==> config.mk <==
export PLATFORM = sky130hd
export DESIGN_NAME = ir_err_calc
export DESIGN_NICKNAME = d
export VERILOG_FILES = /design/src/rtl/ir_pkg.sv /design/src/rtl/ir_settle_tmr.sv /design/src/rtl/ir_err_calc.sv
export SDC_FILE = /design/constraint.sdc
export NUM_CORES = 1
export LEC_CHECK = 0
export CAP_MARGIN = 20
export CORE_MARGIN = 2
export CORE_UTILIZATION = 58
export DETAILED_ROUTE_END_ITERATION = 7
export HOLD_SLACK_MARGIN = 0.08
export MAX_ROUTING_LAYER = met4
export PLACE_DENSITY_LB_ADDON = 0.12
export SLEW_MARGIN = 20
export SYNTH_ARGS = -nofsm -noshare
export SYNTH_HDL_FRONTEND = slang
export SYNTH_HIERARCHICAL = 1
export SYNTH_SLANG_ARGS = --single-unit
export TNS_END_PERCENT = 1
==> constraint.sdc <==
create_clock -name clk -period 6 [get_ports clk]
set_clock_uncertainty 0.05 [all_clocks]
set_input_delay 0.9 -clock clk [delete_from_list [all_inputs] [get_ports clk]]
set_output_delay 0.9 -clock clk [all_outputs]
set_load 0.02 [all_outputs]
==> src/rtl/ir_pkg.sv <==
// Shared types and constants for the IR line-sensor error calculator.
// Includes the 16-bit saturation used when publishing the accumulated error.
package ir_pkg;

  typedef enum logic [2:0] {
    IDLE,
    SETTLE,
    CONV_R,
    WAIT_R,
    CONV_L,
    WAIT_L,
    DONE
  } ir_state_t;

  localparam int SETTLE_CYC      = 4096;
  localparam int SETTLE_CYC_FAST = 32;
  localparam int NUM_PAIRS       = 4;

  localparam logic [15:0] ERR_MAX = 16'h7FFF;
  localparam logic [15:0] ERR_MIN = 16'h8000;

  function automatic logic [15:0] sat16(input logic signed [17:0] a);
    if (a > 18'sd32767)
      return ERR_MAX;
    else if (a < -18'sd32768)
      return ERR_MIN;
    else
      return a[15:0];
  endfunction

endpackage

==> src/rtl/ir_settle_tmr.sv <==
// Emitter settle timer: counts while enabled, flags the final settle cycle.
// Cleared on every frame start so each frame gets the full settle time.
module ir_settle_tmr
  import ir_pkg::*;
#(
  parameter bit FAST_SIM = 1'b0
) (
  input  logic clk,
  input  logic rst,
  input  logic clr,
  input  logic en,
  output logic done
);

  localparam int          CYC  = FAST_SIM ? SETTLE_CYC_FAST : SETTLE_CYC;
  localparam logic [11:0] LAST = 12'(CYC - 1);

  logic [11:0] cnt_reg;

  always_ff @(posedge clk or posedge rst) begin
    if (rst)
      cnt_reg <= '0;
    else if (clr)
      cnt_reg <= '0;
    else if (en)
      cnt_reg <= cnt_reg + 12'd1;
  end

  assign done = en && (cnt_reg == LAST);

endmodule

==> src/rtl/ir_err_calc.sv <==
// IR line-position error calculator: sequences 8 IR receivers through the A2D,
// accumulates a position-weighted right-minus-left sum, publishes it per frame.
module ir_err_calc
  import ir_pkg::*;
#(
  parameter bit          FAST_SIM   = 1'b0,
  parameter logic [11:0] LINE_THRES = 12'h040
) (
  input  logic        clk,
  input  logic        rst,
  input  logic        en,
  output logic        IR_en,
  output logic        strt_cnv,
  output logic [2:0]  chnnl,
  input  logic        cnv_cmplt,
  input  logic [11:0] res,
  output logic [15:0] error,
  output logic        err_vld,
  output logic        line_present
);

  ir_state_t          state_reg, state_next;
  logic [1:0]         pair_reg;
  logic signed [17:0] acc_reg, acc_next;
  logic               line_reg, line_next;
  logic [15:0]        error_reg;
  logic               line_present_reg;

  logic               start_frame;
  logic               tmr_en;
  logic               tmr_done;
  logic               sample;
  logic               last_pair;
  logic signed [17:0] weighted;

  ir_settle_tmr #(.FAST_SIM(FAST_SIM)) u_settle_tmr (
    .clk  (clk),
    .rst  (rst),
    .clr  (start_frame),
    .en   (tmr_en),
    .done (tmr_done)
  );

  // A result only counts while waiting on the conversion we requested.
  assign sample    = en && cnv_cmplt && (state_reg == WAIT_R || state_reg == WAIT_L);
  assign last_pair = (pair_reg == 2'(NUM_PAIRS - 1));
  assign weighted  = $signed({6'd0, res} << pair_reg);

  always_comb begin
    state_next  = state_reg;
    start_frame = 1'b0;
    tmr_en      = 1'b0;
    case (state_reg)
      IDLE: begin
        if (en) begin
          state_next  = SETTLE;
          start_frame = 1'b1;
        end
      end
      SETTLE: begin
        if (!en)
          state_next = IDLE;
        else begin
          tmr_en = 1'b1;
          if (tmr_done)
            state_next = CONV_R;
        end
      end
      CONV_R:  state_next = en ? WAIT_R : IDLE;
      WAIT_R: begin
        if (!en)
          state_next = IDLE;
        else if (cnv_cmplt)
          state_next = CONV_L;
      end
      CONV_L:  state_next = en ? WAIT_L : IDLE;
      WAIT_L: begin
        if (!en)
          state_next = IDLE;
        else if (cnv_cmplt)
          state_next = last_pair ? DONE : CONV_R;
      end
      DONE: begin
        if (en) begin
          state_next  = SETTLE;
          start_frame = 1'b1;
        end else
          state_next = IDLE;
      end
      default: state_next = IDLE;
    endcase
  end

  always_comb begin
    acc_next  = acc_reg;
    line_next = line_reg;
    if (sample) begin
      acc_next  = (state_reg == WAIT_R) ? acc_reg + weighted : acc_reg - weighted;
      line_next = line_reg || (res >= LINE_THRES);
    end
  end

  // Error is registered on the final sample so it is already valid in DONE.
  always_ff @(posedge clk or posedge rst) begin
    if (rst) begin
      state_reg        <= IDLE;
      pair_reg         <= '0;
      acc_reg          <= '0;
      line_reg         <= 1'b0;
      error_reg        <= '0;
      line_present_reg <= 1'b0;
    end else begin
      state_reg <= state_next;
      if (start_frame) begin
        pair_reg <= '0;
        acc_reg  <= '0;
        line_reg <= 1'b0;
      end else begin
        acc_reg  <= acc_next;
        line_reg <= line_next;
        if (sample && state_reg == WAIT_L && !last_pair)
          pair_reg <= pair_reg + 2'd1;
      end
      if (sample && state_reg == WAIT_L && last_pair) begin
        error_reg        <= sat16(acc_next);
        line_present_reg <= line_next;
      end
    end
  end

  always_comb begin
    chnnl = 3'd0;
    case (state_reg)
      CONV_R, WAIT_R: chnnl = {pair_reg, 1'b0};
      CONV_L, WAIT_L: chnnl = {pair_reg, 1'b1};
      default:        chnnl = 3'd0;
    endcase
  end

  assign IR_en        = (state_reg == SETTLE) || (state_reg == CONV_R) || (state_reg == WAIT_R) ||
                        (state_reg == CONV_L) || (state_reg == WAIT_L);
  assign strt_cnv     = (state_reg == CONV_R) || (state_reg == CONV_L);
  assign err_vld      = (state_reg == DONE);
  assign error        = error_reg;
  assign line_present = line_present_reg;

endmodule
==> summary.md <==
| Metric | Value |
|---|---|
| Status | `finished, final reports clean` |
| Critical path type | `input pin to flip-flop` |
| Ys Warns | `6` |
| Ports | `39` |
| Largest area contributor in the netlist | `dfrtp_1` |
| Vias in the first global route | `3,409` |
| Final WS setup | `0.634 ns` |
| Total Die Area | `7730 sq um` |
| Syn_nets | `523` |
| Die W | `87.9 um` |
| Final Hold Fails | `0` |
| Crit Path Max Fanout | `15` |
| CTS HTree Levels | `2` |
| Initial Util | `60.1%` |
| Antenna diode count | `0` |
| Post-synth top area share | `32.5%` |
| Vias | `3,589` |
| Final setup vio count | `0` |
| Leading cell type in the layout, fill and taps excluded | `nor2_1` |
| Gp weighted congestion | `0.914` |
| EDFF count, synth | `0` |
| Maxcap violations | `0` |
| Unrepaired setup endpoints after global routing | `no` |
| Clk sinks | `53` |
| Clk pwr share | `33.2%` |
| Clock Tree Buf Depth | `2` |
| Core Box Area | `6790 sq um` |
| Worst vdd ir | `98.3 uV` |
| Antenna viol nets, final | `0` |
| Wirelength per Cell | `15.6 um` |
| Layout area overhead | `13.2%` |
| Worst-margin pin slew | `0.865 ns` |
| Overflow left after global routing | `0` |
| Initial antenna violation count | `0` |
| Worst-Skew Late Latency | `0.32 ns` |
| CTS buffer count | `5` |
| Worst slack, placed | `0.348 ns` |
| Finished Layout Cells | `611` |
| Synth cell types | `63` |
| Psw | `0.178 mW` |
| Final hold slack | `0.478 ns` |
| Fraction of layout cells with a size suffix above 1 | `7.96%` |
| Maximum number of pins on one net before global-route repair | `42` |
| Leak | `1.95 nW` |
| Minimum clock period | `5.37 ns` |
| Worst min-delay path class | `flip-flop to flip-flop` |
| Worst endpoint required time | `6.15 ns` |
| PwrDens | `145 nW/um^2` |
| Final core occ | `68.1%` |
| Iter 0 DRT Violations | `232` |
| Worst-path clk slew | `0.10 ns` |
| Synth Instances | `486` |
| Detailed Route WL | `9.56 mm` |
| Slew HR | `41.9%` |
| Post_cts resized | `0` |
| DP Area | `4530 sq um` |
| Final Power | `0.669 mW` |
| Sw Ratio | `26.7%` |
| Design area | `4630 sq um` |
| Nets | `551` |
| Syn avg cell area | `8.41 sq um` |
| Synthesis-stage register bit count | `53` |
| Data arrival, critical path | `5.52 ns` |
| First-pass DRT Iterations | `5` |
| Worst setup SP type | `input pin` |
| Cell count after placement | `603` |
| Final slew viol count | `0` |
| Residual DRC | `0` |
| FP Rows | `30` |
| CTS tree | `done` |
| Async SR Flop Fraction | `100%` |
| Fin crit share | `89.4%` |
| Final setup TNS | `0 ns` |
| Post-Syn Area | `4090 sq um` |
| Root buffer cell | `clkbuf_8` |
| Vias/cell | `5.87` |
| Sequential-to-total area share from yosys stat | `32.5%` |
| Most frequent cells in the layout | `nor2_1 (69), dfrtp_1 (53), a21oi_1 (49)` |
| Worst Setup End Kind | `flip-flop` |
| Top_reg_cell synth | `dfrtp_1` |
| Logic pwr share | `11.8%` |
| Max reg flops | `18` |
| Sequential power share | `55.0%` |
| Global-route usage over all layers | `26.7%` |
| # port buffers | `38` |
| Placed wire-length estimate | `6.90 mm` |
| Die height | `87.9 um` |
| Hold buffers post-CTS | `0` |
| Main area contributors after synthesis | `dfrtp_1 (32%), nor2_1 (6.3%), ha_1 (6.1%)` |
| First-pass GRT wire length | `16.0 mm` |
| Post-CTS Setup Bufs | `0` |
| Peak Freq | `186 MHz` |
| Internal power | `0.490 mW` |
[cell families after synthesis]
| family | after synthesis | share of synthesized area [%] |
|---|---|---|
| compound gates | 133 | 20.9 |
| xor+xnor | 31 | 6.98 |
| fa+ha+maj | 21 | 6.61 |
| buf+inv | 39 | 4.44 |
| flops | 53 | 32.5 |
| mux | 17 | 5.73 |
| simple gates | 192 | 22.9 |
[final timing paths]
path / start / end / slack (ns) / depth (start not counted)
setup reg to reg: pair_reg[1]$_DFFE_PP0P_ / error[1]$_DFFE_PP0P_ / 1.06 / 16
hold reg to reg: error[15]$_DFFE_PP0P_ / error[15]$_DFFE_PP0P_ / 0.48 / 2
min in group asynchronous: rst / u_settle_tmr/cnt_reg[6]$_DFFE_PP0P_ / 0.87 / 2
max in group asynchronous: rst / acc_reg[3]$_DFF_PP0_ / 4.55 / 3
hold / removal: error[15]$_DFFE_PP0P_ / error[15]$_DFFE_PP0P_ / 0.48 / 2
setup / recovery: res[0] / error[1]$_DFFE_PP0P_ / 0.63 / 17
[power groups by stage]
stage	clock (mW)	sequential (mW)	combinational, mW
after floorplan	0	0.372	0.0511
after global placement	0	0.374	0.0747
after detailed placement	0	0.374	0.0770
after CTS	0.226	0.368	0.0780
after global routing	0.241	0.368	0.0869
final	0.222	0.368	0.0790
[per-layer routing]
metal	up-vias	part of all wire [%]	wire, um	track usage, %
li1	1790	-	-	-
met1	1683	51	4870	39.6
met2	107	43	4070	38.2
met3	9	5.0	478	4.71
met4	0	1.4	133	5.87
met5	-	0	0	-
[worst max-delay path: stages]
cell and delay, ns:
clkdlybuf4s50_1 0.50, mux4_2 0.57, or2_2 0.33, nor3_1 0.38
a31oi_1 0.17, xor2_1 0.20, ha_1 0.36, and3_1 0.20
nand2_1 0.06, a21oi_1 0.05, o41a_1 0.46, a311oi_2 0.33
nor2_1 0.09, xnor3_1 0.36, o22ai_1 0.18, buf_4 0.24
o22ai_1 0.12
[cells in the mapped netlist, drive strengths merged (2+ instances only)]
cell and count:
nor4b 2, nand3b 2, dfrtp 53, and3 2, mux4 4, mux2 5, nor2 69, nand2 44
o211ai 2, nor2b 9, nor3b 2, xnor2 15, clkbuf 11, inv 15, o21ai 22, a21o 14
nand3 14, nor3 9, a31oi 4, or2 7, ha 20, nand4 4, o22ai 19, o31ai 4
and2 3, or4 3, a211oi 4, nand2b 10, buf 13, a21oi 49, xor2 15, nor4 3
nand4b 2, or3 5, mux2i 8, o21bai 2
[layout make-up]
cell class	instances	area (sq um)
Clock inverter	2	17.5
Clock buffer	6	82.6
Multi-Input combinational cell	394	2590
Fill cell	573	2170
Sequential cell	53	1330
Timing Repair Buffer	45	433
Inverter	15	56.3
Tap cell	96	120
(Power assumes the default switching activity.)
